File: src/rtl/memc_collect.sv
// Output de-skew collector: realigns the diagonal wavefront leaving the systolic array into whole rows.
// Optional build macro MEMC_COLLECT_CLR_EN zeroes Cout on every cycle where vld is low.
module memc_collect #(
    parameter int BITS_C = 16,
    parameter int DIM    = 8
) (
    input  logic                                clk,
    input  logic                                rst_n,
    input  logic                                en,
    input  logic                                start,
    input  logic signed [DIM-1:0][BITS_C-1:0]   Cin,
    output logic signed [DIM-1:0][BITS_C-1:0]   Cout,
    output logic                                vld,
    output logic                                busy,
    output logic                                ovr
);

    localparam int TW = $clog2(2*DIM-1);
    localparam logic [TW-1:0] T_FIRST = TW'(DIM-1);
    localparam logic [TW-1:0] T_LAST  = TW'(2*DIM-2);
    localparam logic [TW-1:0] T_ONE   = TW'(1);

    localparam logic [0:0] S_IDLE = 1'b0;
    localparam logic [0:0] S_RUN  = 1'b1;

    logic [0:0]                r_state;
    logic [TW-1:0]             r_t;
    logic                      r_vld;
    logic                      r_ovr;
    logic [DIM-1:0][BITS_C-1:0] r_cout;
    logic [DIM-1:0][BITS_C-1:0] w_row;
    logic                      w_cap;

    // Column c is delayed by DIM-1-c stages so all columns of a row line up at the last column.
    assign w_row[DIM-1] = Cin[DIM-1];

    for (genvar c = 0; c < DIM-1; c++) begin : g_line
        localparam int DEPTH = DIM-1-c;
        logic [BITS_C-1:0] r_ln [DEPTH];

        always_ff @(posedge clk or negedge rst_n) begin
            if (!rst_n) begin
                for (int k = 0; k < DEPTH; k++) r_ln[k] <= '0;
            end else if (en) begin
                r_ln[0] <= Cin[c];
                for (int k = 1; k < DEPTH; k++) r_ln[k] <= r_ln[k-1];
            end
        end

        assign w_row[c] = r_ln[DEPTH-1];
    end

    assign w_cap = en && (r_state == S_RUN) && (r_t >= T_FIRST);

    // IDLE consumes window cycle 0, so the counter enters RUN already at 1.
    always_ff @(posedge clk or negedge rst_n) begin
        if (!rst_n) begin
            r_state <= S_IDLE;
            r_t     <= '0;
            r_ovr   <= 1'b0;
        end else if (en) begin
            case (r_state)
                S_IDLE: begin
                    if (start) begin
                        r_state <= S_RUN;
                        r_t     <= T_ONE;
                    end
                end
                default: begin
                    if (start) r_ovr <= 1'b1;
                    if (r_t == T_LAST) begin
                        r_state <= S_IDLE;
                        r_t     <= '0;
                    end else begin
                        r_t <= r_t + T_ONE;
                    end
                end
            endcase
        end
    end

    always_ff @(posedge clk or negedge rst_n) begin
        if (!rst_n) begin
            r_cout <= '0;
            r_vld  <= 1'b0;
        end else begin
            r_vld <= w_cap;
            if (w_cap) begin
                r_cout <= w_row;
            end
`ifdef MEMC_COLLECT_CLR_EN
            else begin
                r_cout <= '0;
            end
`endif
        end
    end

    assign Cout = r_cout;
    assign vld  = r_vld;
    assign busy = (r_state == S_RUN);
    assign ovr  = r_ovr;

endmodule

File: config.mk
export PLATFORM = sky130hd
export DESIGN_NAME = memc_collect
export DESIGN_NICKNAME = d
export VERILOG_FILES = /design/src/rtl/memc_collect.sv
export SDC_FILE = /design/constraint.sdc
export NUM_CORES = 1
export LEC_CHECK = 0
export BUFFER_PORTS_ARGS = -buffer_cell sky130_fd_sc_hd__buf_4
export CAP_MARGIN = 20
export CELL_PAD_IN_SITES_DETAIL_PLACEMENT = 1
export CELL_PAD_IN_SITES_GLOBAL_PLACEMENT = 1
export CORE_MARGIN = 2
export CORE_UTILIZATION = 53
export CTS_CLUSTER_SIZE = 16
export DETAILED_ROUTE_END_ITERATION = 12
export GPL_TIMING_DRIVEN = 0
export PLACE_DENSITY_LB_ADDON = 0.12
export SLEW_MARGIN = 20
export SYNTH_ARGS = -nofsm -noshare
export SYNTH_HDL_FRONTEND = slang
export SYNTH_SLANG_ARGS = --single-unit
File: constraint.sdc
create_clock -name clk -period 5.1 [get_ports clk]
set_input_delay 0.765 -clock clk [delete_from_list [all_inputs] [get_ports clk]]
set_output_delay 0.765 -clock clk [all_outputs]
set_load 0.005 [all_outputs]
==> impl_results.md <==
- Synthesized cell area: roughly 22,000 µm²
- Power Density: between 500 and 600 nW/µm²
- Largest net degree at the start of global routing: approximately 110
- CTS tree: built
- Vias in the first global route: 13,194
- RD Place Congestion: 0.7563
- Initial core utilization: 0.5397
- Die Ht: approximately 210 µm
- Cell Rows: 74
- WL per Instance: approximately 22 µm
- Reg clk slew, reported paths: about 0.060 ns
- LEAKAGE: approximately 12 nW
- Worst Hold Class: primary input to asynchronous set/reset pin
- CTS Buffer Depth: 3
- Antenna violations before repair: 1
- Worst Clk Skew: between 0.015 and 0.02 ns
- Highest clock rate: 513.3 MHz
- Worst Setup Start Kind: flip-flop
- Fin Setup TNS: 0 ns
- Largest area contributor in the netlist: dfrtp_1
- Worst reg-to-reg path cell count: 6
- Worst hold slack: roughly 0.071 ns
- Buf/Inv on CP: 1
- Vias: ~11,000
- Area delta synth->final: 20.93%
- Worst setup path startpoint: Cout[45]
- Drt first-iter violations: between 400 and 500
- Final Max Slew Viols: 0
- Unique masters post-synth: 27
- Final WL: between 40,000 and 50,000 µm
- Reg-to-reg startpoint: r_t[0]
- Arr. time, crit path: roughly 1.2 ns
- Crit. End Element: output port
- H-tree level count: 2
- Top Ports: ~260
- Total CTS buffers: slightly below 60
- Slowest CP cell: dfrtp_1
- Number of synthesized register bits: 583
- Die Span X: 208.6 µm
- Max_cap viols: 0
- Rel. slew slack: 0.6711
- Buffer count from post-CTS setup fixing: 0
- Fillers: 3,600
- Number of antenna diodes: 0
- Register area share after synthesis: 0.6575
- CTS Root Buffer Type: clkbuf_16
- ANT nets after route: 0
- Die footprint: 43,520 µm²
- R2R Setup Slk: around 3.3 ns
- Final WS setup: ~3.2 ns
- Fin crit period: about 1.9 ns
- CP required: approximately 4.3 ns
- Critical path class: flip-flop to output port
- Syn Inst Count: around 1,300
- Core area: roughly 40,000 µm²
- RSZ-0062 raised after global routing: false
- Clk_lat worst skew: 0.61 ns
- Worst path cell trace: buf_4
- Layout cells sized above 1: 0.6192
- Port buffer count: ~260
- Crit-path max FO: 2
- Critical path's largest stage delay: between 0.4 and 0.5 ns
- Status: finished clean
- Worst-margin pin slew: slightly below 0.5 ns
- Post-CTS Resized: 0
- FF-to-FF End: Cout[117]
- Main area contributors after synthesis: dfrtp_1, mux2_2, mux2_4
- Avg Cell Area, Syn: around 18 µm²
- Syn_nets: 1,386
- First-pass GRT wire length: roughly 76,000 µm
- Area post-placement: between 20,000 and 25,000 µm²
- Final net count: 1,713
- Post-Place Worst Slack: approximately 2.6 ns
- Crit path max-delay family: flip-flops
- Post-route cell area: 26,830 µm²
- Hold Vio Cnt, Final: 0
- Initial DRT Pass Iterations: 4
- Remaining DRCs: 0
- Tcrit/Tclk final: 0.3820
- Final setup fails: 0
- Post-route core utilization: 0.6527
- Total grt overflow: 0
- GRT Total Usage: 0.2229
- Sink Count: just under 600
- Synth Warn #: 0
- Avg Vias per Cell: 5.312
- DP Wirelength: between 30,000 and 40,000 µm
- VDD IR max: about 0.00037 V
- Hold buffer count at cts: 0
- Synth top area share: 0.6575
[how the worst max path moves through the flow]
stage                         end  cells after the start
4_1_cts                  Cout[45]                      1
5_1_grt        g_line[1].r_ln[69]                      4
3_3_place_gp   g_line[1].r_ln[85]                      1
2_1_floorplan             Cout[0]                      6
6_report                 Cout[45]                      1
3_5_place_dp   g_line[1].r_ln[83]                      4
[cell families after synthesis]
group | count (synthesis) | share of synthesized area
buf+inv | 68 | 0.02363
simple gates | 11 | 0.003271
fa+ha+maj | 2 | 0.001128
compound gates | 12 | 0.003666
mux | 576 | 0.3108
flops | 583 | 0.6575
[cell usage after synthesis, drive strengths merged]
library cell	n
nand3b	1
nor2	1
buf	66
ha	2
nand4	1
o21ai	3
nand3	2
a32o	1
and3b	1
a31o	1
mux2	576
o31ai	1
a21oi	3
a22oi	1
dfrtp	583
inv	2
a31oi	1
nand2	4
and3	1
o211ai	1
[state kept, by name (all words and copies together) (netlist names)]
register	count
ovr	1
Cout	128
busy	1
r_t	4
vld	1
g_line.r_ln	448
[placed cells by master, fill, tap and decap left out, types with 2 or more instances in the layout]
master and instances:
buf_16 6, inv_1 2, buf_4 262, mux2_4 109, clkbuf_8 14, clkbuf_16 58, bufinv_16 3, buf_8 2
buf_2 51, nand3_1 2, buf_12 11, clkbuf_1 9, clkinv_2 9, dfrtp_1 583, a21oi_1 2, ha_1 2
mux2_2 467, inv_6 2, o21ai_0 3, nand2_1 3
[stage by stage]
step / instances / total power, mW
after global placement: 2045 / 10.11
after global routing: 2147 / 15.13
after detailed placement: 2051 / 10.34
after CTS: 2147 / 14.61
after floorplan: 1252 / 8.647
final: 2147 / 14.42
[routing by layer]
metal,vias up,GRT usage,share of wire
met3,68,0.04959,0.052
li1,5076,-,-
met2,212,0.3852,0.51
met4,2,0.06330,0.020
met5,-,0,0.00028
met1,6046,0.2844,0.42
[worst register-to-register path: stages (launching register included)]
cell     delay, ns
dfrtp_1       0.45
ha_1          0.25
a21oi_2       0.09
nor2_4        0.15
buf_12        0.21
buf_12        0.21
mux2_4        0.32
[cell type report]
cell class / instances / area (µm²) / share of cell area
sequential: 583 / 14590 / 0.5437
clock inverter: 15 / 168.9 / 0.006295
clock buffer: 81 / 1678 / 0.06253
tap: 532 / 665.6 / 0.02481
inverter: 2 / 7.507 / 0.0002798
timing repair buffer: 267 / 2132 / 0.07946
multi-input combinational: 601 / 7074 / 0.2637
buffer: 66 / 516.7 / 0.01926
[report_power, final]
part	internal, mW	total [mW]	switching [mW]
Clock	2.42	4.15	1.73
Sequential	5.88	6.65	0.768
Combinational	2.35	3.62	1.27
No activity file was read; power rests on OpenSTA's default activity.
